[config.mk]
export PLATFORM = sky130hd
export DESIGN_NAME = vote_session_ctrl
export DESIGN_NICKNAME = d
export VERILOG_FILES = /design/src/rtl/vote_session_ctrl_pkg.sv /design/src/rtl/vote_tally.sv /design/src/rtl/vote_session_ctrl.sv
export SDC_FILE = /design/constraint.sdc
export NUM_CORES = 1
export LEC_CHECK = 0
export ABC_AREA = 1
export CAP_MARGIN = 20
export CELL_PAD_IN_SITES_DETAIL_PLACEMENT = 1
export CELL_PAD_IN_SITES_GLOBAL_PLACEMENT = 2
export CORE_UTILIZATION = 31
export DETAILED_ROUTE_END_ITERATION = 6
export PLACE_DENSITY = 0.86
export SLEW_MARGIN = 20
export SYNTH_ARGS = -nofsm -noshare
export SYNTH_HDL_FRONTEND = slang
export SYNTH_HIERARCHICAL = 1
export SYNTH_SLANG_ARGS = --single-unit
[constraint.sdc]
create_clock -name clk -period 6.1 [get_ports clk]
set_clock_uncertainty 0.2 [all_clocks]
set_input_delay 1.22 -clock clk [delete_from_list [all_inputs] [get_ports clk]]
set_output_delay 1.22 -clock clk [all_outputs]
set_load 0.01 [all_outputs]
[src/rtl/vote_session_ctrl_pkg.sv]
// Shared types and constants for the five-voter, three-candidate session controller.
package vote_session_ctrl_pkg;

  typedef enum logic [1:0] {
    S_IDLE,
    S_COLLECT,
    S_TALLY,
    S_RESULT
  } state_e;

  localparam logic [2:0] CAND_A = 3'b001;
  localparam logic [2:0] CAND_B = 3'b010;
  localparam logic [2:0] CAND_C = 3'b100;

  localparam int NUM_VOTERS = 5;
  localparam int CNT_W      = 3;

  function automatic logic is_onehot(input logic [2:0] b);
    return (b == CAND_A) || (b == CAND_B) || (b == CAND_C);
  endfunction

endpackage

[src/rtl/vote_tally.sv]
// Combinational ballot counter and winner picker; unused ballot slots hold 000.
module vote_tally
  import vote_session_ctrl_pkg::*;
(
  input  logic [NUM_VOTERS*3-1:0] ballots,
  output logic [2:0]              winner,
  output logic                    tie
);

  logic [CNT_W-1:0] cnt_a;
  logic [CNT_W-1:0] cnt_b;
  logic [CNT_W-1:0] cnt_c;
  logic [CNT_W-1:0] top;
  logic [1:0]       n_top;

  always_comb begin
    cnt_a = '0;
    cnt_b = '0;
    cnt_c = '0;
    for (int i = 0; i < NUM_VOTERS; i++) begin
      cnt_a = cnt_a + CNT_W'(ballots[i*3]);
      cnt_b = cnt_b + CNT_W'(ballots[i*3+1]);
      cnt_c = cnt_c + CNT_W'(ballots[i*3+2]);
    end

    top = cnt_a;
    if (cnt_b > top) top = cnt_b;
    if (cnt_c > top) top = cnt_c;

    n_top = 2'(cnt_a == top) + 2'(cnt_b == top) + 2'(cnt_c == top);

    winner = 3'b000;
    tie    = 1'b0;
    // All-zero counts mean nobody voted: no winner and no tie.
    if (top != '0) begin
      if (n_top == 2'd1) begin
        if (cnt_a == top)      winner = CAND_A;
        else if (cnt_b == top) winner = CAND_B;
        else                   winner = CAND_C;
      end else begin
        tie = 1'b1;
      end
    end
  end

endmodule

[src/rtl/vote_session_ctrl.sv]
// Voting session sequencer: opens a timed COLLECT window, latches one ballot per
// voter, tallies once, and holds the registered result until acknowledged.
module vote_session_ctrl
  import vote_session_ctrl_pkg::*;
#(
  parameter int unsigned TIMEOUT = 16
) (
  input  logic       clk,
  input  logic       rst,
  input  logic       start,
  input  logic [4:0] vote_valid,
  input  logic [2:0] In_1,
  input  logic [2:0] In_2,
  input  logic [2:0] In_3,
  input  logic [2:0] In_4,
  input  logic [2:0] In_5,
  input  logic       result_ack,
  output logic       busy,
  output logic [4:0] voted,
  output logic [4:0] reject,
  output logic [2:0] Out,
  output logic       tie,
  output logic       result_valid
);

  localparam logic [7:0] TIMER_LOAD = 8'(TIMEOUT);

  state_e                  state_q, state_d;
  logic [7:0]              timer_q, timer_d;
  logic [4:0]              voted_q, voted_d;
  logic [4:0]              reject_q, reject_d;
  logic [NUM_VOTERS*3-1:0] ballot_q, ballot_d;
  logic [2:0]              out_q, out_d;
  logic                    tie_q, tie_d;
  logic                    rv_q, rv_d;
  logic                    busy_q, busy_d;

  logic [NUM_VOTERS*3-1:0] ballot_in;
  logic [2:0]              tally_out;
  logic                    tally_tie;

  assign ballot_in = {In_5, In_4, In_3, In_2, In_1};

  vote_tally u_tally (
    .ballots (ballot_q),
    .winner  (tally_out),
    .tie     (tally_tie)
  );

  always_comb begin
    state_d  = state_q;
    timer_d  = timer_q;
    voted_d  = voted_q;
    reject_d = '0;
    ballot_d = ballot_q;
    out_d    = out_q;
    tie_d    = tie_q;
    rv_d     = rv_q;

    case (state_q)
      S_IDLE: begin
        if (start) begin
          state_d  = S_COLLECT;
          timer_d  = TIMER_LOAD;
          voted_d  = '0;
          ballot_d = '0;
        end
      end

      S_COLLECT: begin
        for (int i = 0; i < NUM_VOTERS; i++) begin
          if (vote_valid[i]) begin
            if (is_onehot(ballot_in[i*3 +: 3]) && !voted_q[i]) begin
              ballot_d[i*3 +: 3] = ballot_in[i*3 +: 3];
              voted_d[i]         = 1'b1;
            end else begin
              reject_d[i] = 1'b1;
            end
          end
        end
        timer_d = timer_q - 8'd1;
        // timer_q == 1 marks the last COLLECT cycle; ballots in it are still taken.
        if (timer_q <= 8'd1 || voted_d == '1) begin
          state_d = S_TALLY;
          timer_d = '0;
        end
      end

      S_TALLY: begin
        out_d   = tally_out;
        tie_d   = tally_tie;
        rv_d    = 1'b1;
        state_d = S_RESULT;
      end

      S_RESULT: begin
        if (result_ack) begin
          rv_d    = 1'b0;
          state_d = S_IDLE;
        end
      end

      default: state_d = S_IDLE;
    endcase

    busy_d = (state_d == S_COLLECT) || (state_d == S_TALLY);
  end

  always_ff @(posedge clk) begin
    if (rst) begin
      state_q  <= S_IDLE;
      timer_q  <= '0;
      voted_q  <= '0;
      reject_q <= '0;
      ballot_q <= '0;
      out_q    <= '0;
      tie_q    <= 1'b0;
      rv_q     <= 1'b0;
      busy_q   <= 1'b0;
    end else begin
      state_q  <= state_d;
      timer_q  <= timer_d;
      voted_q  <= voted_d;
      reject_q <= reject_d;
      ballot_q <= ballot_d;
      out_q    <= out_d;
      tie_q    <= tie_d;
      rv_q     <= rv_d;
      busy_q   <= busy_d;
    end
  end

  assign busy         = busy_q;
  assign voted        = voted_q;
  assign reject       = reject_q;
  assign Out          = out_q;
  assign tie          = tie_q;
  assign result_valid = rv_q;

endmodule

==> results.txt <==
- Result of the run: finished, final reports clean
* CP peak stage delay: 530 ps
* Clock transition time at the flip-flop clock pins of the worst setup and hold paths: 80 ps
- Number of iterations in the first detailed-routing pass: 4
- Critical R2R Launch: ballot_q[0]
- Cell Area, Synth: 2820 µm²
- Crit path capture type: flip-flop
* Routing usage on met2: 30.1%
* Largest net degree at the start of global routing: 33
- Standard-cell row count: 34
- Latest clock arrival within the worst-skew pair: 290 ps
- Number of maximum-capacitance constraint violations: 0
* Dominant synthesized flop cell: dfxtp_1
* Setup Fix Bufs, Post-CTS: 0
- Minimum clock period after layout: 5420 ps
- Timing would allow up to 185 MHz.
- In the final layout, the share of cells above drive strength 1 is 13.6%.
- Maximum fanout along the worst path: 6
- In this run the tool buffered the top-level ports with 39 buffer cells.
* Top cells by area, synth: dfxtp_1, nand2_1, inv_1, nand3_1, a21oi_1
- The worst hold path passes through 2 cells.
- Measured in cells, the most critical reg-to-reg path has a length of 31.
- The Yosys step of the flow raised 6 warnings.
- Of all flip-flops after synthesis, the portion carrying an async set or reset was 0%.
- Fillcell total: 1,128
- Detailed placement ended at an HPWL of 6.04 mm.
- Launch point of the worst hold path: ballot_q[7]
- EDFF count, synth: 0
- Relative slew slack: 58.2%
- Residual DRC count: 0
- After the last flow step, the layout net total stands at 483.
- TritonCTS built the clock tree.
- Diode count: 0
* Drt initial violations: 77
- After clock tree synthesis, the repair step resized 0 gates.
* Number of hold violations in the final report: 0
- Critical path class: reg2reg
* First-pass GRT wire length: 13.1 mm
- Vias per inst: 4.82
- Setup repair after global routing left no endpoint under its margin.
- For this design, the sink count on the clock tree is 41.
- The synthesized design contains 41 register bits.
- Global routing used 21.1% of the available met1 tracks.
* Data arrival time of the worst path: 5450 ps
- Cell with the most instances after synthesis: nand2_1
- After technology mapping, the gate count stands at 400.
* Share of the cycle needed by the critical path after routing: 88.8%
- The largest total area in the synthesized netlist belongs to dfxtp_1.
- Most frequent cells after synthesis: nand2_1, inv_1, dfxtp_1, nor2_1, nand3_1
- Clk buf depth: 2
- The count of nets left with antenna violations once routing finished came out at 0.
- Final count of negative-setup-slack endpoints: 0
* Number of antenna violations at the first check in global routing: 0
- The area growth from synthesis to layout is 22.0%.
* Met3 GRT Util: 2.23%
- Pin placement for this block handled 40 I/O pins.
* Worst hold slack across all endpoints: 263 ps
- # H-tree levels: 2
- Wire length per cell after detailed routing: 13.6 µm
* Residual overflow from global routing: 0
- Routability-driven placement finished with a final weighted congestion of 0.864.
* Total track usage: 16.7%
* Buffer cell driving the clock tree root: clkbuf_8
- Post-synthesis average cell area: 7.06 µm²
* Total Negative Setup Slacks: 0 ps
- The die covers 9490 µm².
* Final slew viol count: 0
- The number of nets handed over by synthesis was 443.
- Global route hottest layer: met2
- Via total after detailed routing: 2,644
- The floorplan step set the die height to 97.4 µm.
* Routed WL: 7.45 mm
* Measured slew at the worst slew-check pin: 626 ps
- Sequential element share of the synthesized area: 29.1%
* Vias in the first global route: 2,825
- In this design, the critical path's most frequently occurring cell is inv_1.
- Slowest library cell on the worst path: fa_1
* Critical Path Source Type: flip-flop
- Counting the buffers created by CTS gives 5.
- Critical path startpoint: ballot_q[0]
- Total of hold buffers inserted after clock tree synthesis: 0
* CP required: 6130 ps
- Starting density of the core: 32.2%
- Die Wd: 97.4 µm
* Number of distinct library cells after synthesis: 39
- After synthesis, the largest area contributor takes up 29.1% of total cell area.
* Area of the core: 8760 µm²
- The tightest min-delay check is of the reg2reg type.
## per-layer routing
| layer | wire (µm) | vias up |
|---|---|---|
| met3 | 142 | 8 |
| li1 | - | 1355 |
| met2 | 3660 | 32 |
| met4 | 88 | 0 |
| met1 | 3550 | 1249 |
| met5 | 0 | - |
## critical path, delay by kind of cell, from the launching register on
family / cells / cell delay (ps)
buffers and inverters: 6 / 340
DFF: 1 / 330
AOI/OAI and AO/OA: 1 / 240
and+or+nand+nor: 17 / 1660
adders and majority gates: 7 / 2580
## layout by cell type, fill, tap and decap left out, drive strengths merged
cell and n:
nand3 43, nand2 84, o21bai 1, clkbuf 5
fa 7, nand3b 2, nand4 6, a31oi 1
nor3b 4, dfxtp 41, clkinv 2, o21ai 24
bufinv 2, nor2b 1, and2 1, a211oi 1
nor4 1, clkdlybuf4s50 39, nor3 2, ha 12
inv 73, xnor2 1, nor2 46, xor2 5
a21oi 37
## layout make-up
type	count	area [µm²]	share of cell area, %
clock buffers	5	68.8	2.00
clock inverters	3	65.1	1.89
inverters	74	278	8.06
multi-input cells	279	1690	49.0
flip-flops and latches	41	821	23.8
well taps	108	135	3.92
repair buffers	39	390	11.3
## stage by stage
| step | utilization [%] | setup WS [ps] | std cells | instance area [µm²] |
|---|---|---|---|---|
| 4_1_cts | 39.3 | 650 | 549 | 3440 |
| 3_3_place_gp | 37.8 | 833 | 541 | 3310 |
| 6_report | 39.3 | 684 | 549 | 3440 |
| 2_1_floorplan | - | 1190 | 400 | 2820 |
| 5_1_grt | 39.3 | 230 | 549 | 3440 |
| 3_5_place_dp | 37.8 | 673 | 541 | 3310 |
## cell families (layout without fill, tap and decap cells)
family | Yosys count | in the layout | share of synthesized area, %
adder cells (fa/ha/maj) | 19 | 19 | 10.3
XOR/XNOR | 6 | 6 | 1.86
AND/OR/NAND/NOR | 190 | 190 | 34.4
flip-flops | 41 | 41 | 29.1
AO/OA/AOI/OAI | 64 | 64 | 13.2
buffers and inverters | 80 | 121 | 11.2
## sequential cells by signal, indices dropped and copies added, names as in the netlist
| name | cells |
|---|---|
| voted | 5 |
| reject | 5 |
| ballot_q | 15 |
| result_valid | 1 |
| state_q | 2 |
| tie | 1 |
| timer_q | 8 |
| Out | 3 |
| busy | 1 |
## worst paths after layout
path / slack, ps / end
worst max-delay path: 680 / Out[2]
worst min register to register: 260 / ballot_q[7]
worst max register to register: 680 / Out[2]
worst min-delay path: 260 / ballot_q[7]
Power is not shown: default switching activity piles up to over one toggle a cycle in this logic, so the estimate is an artifact.
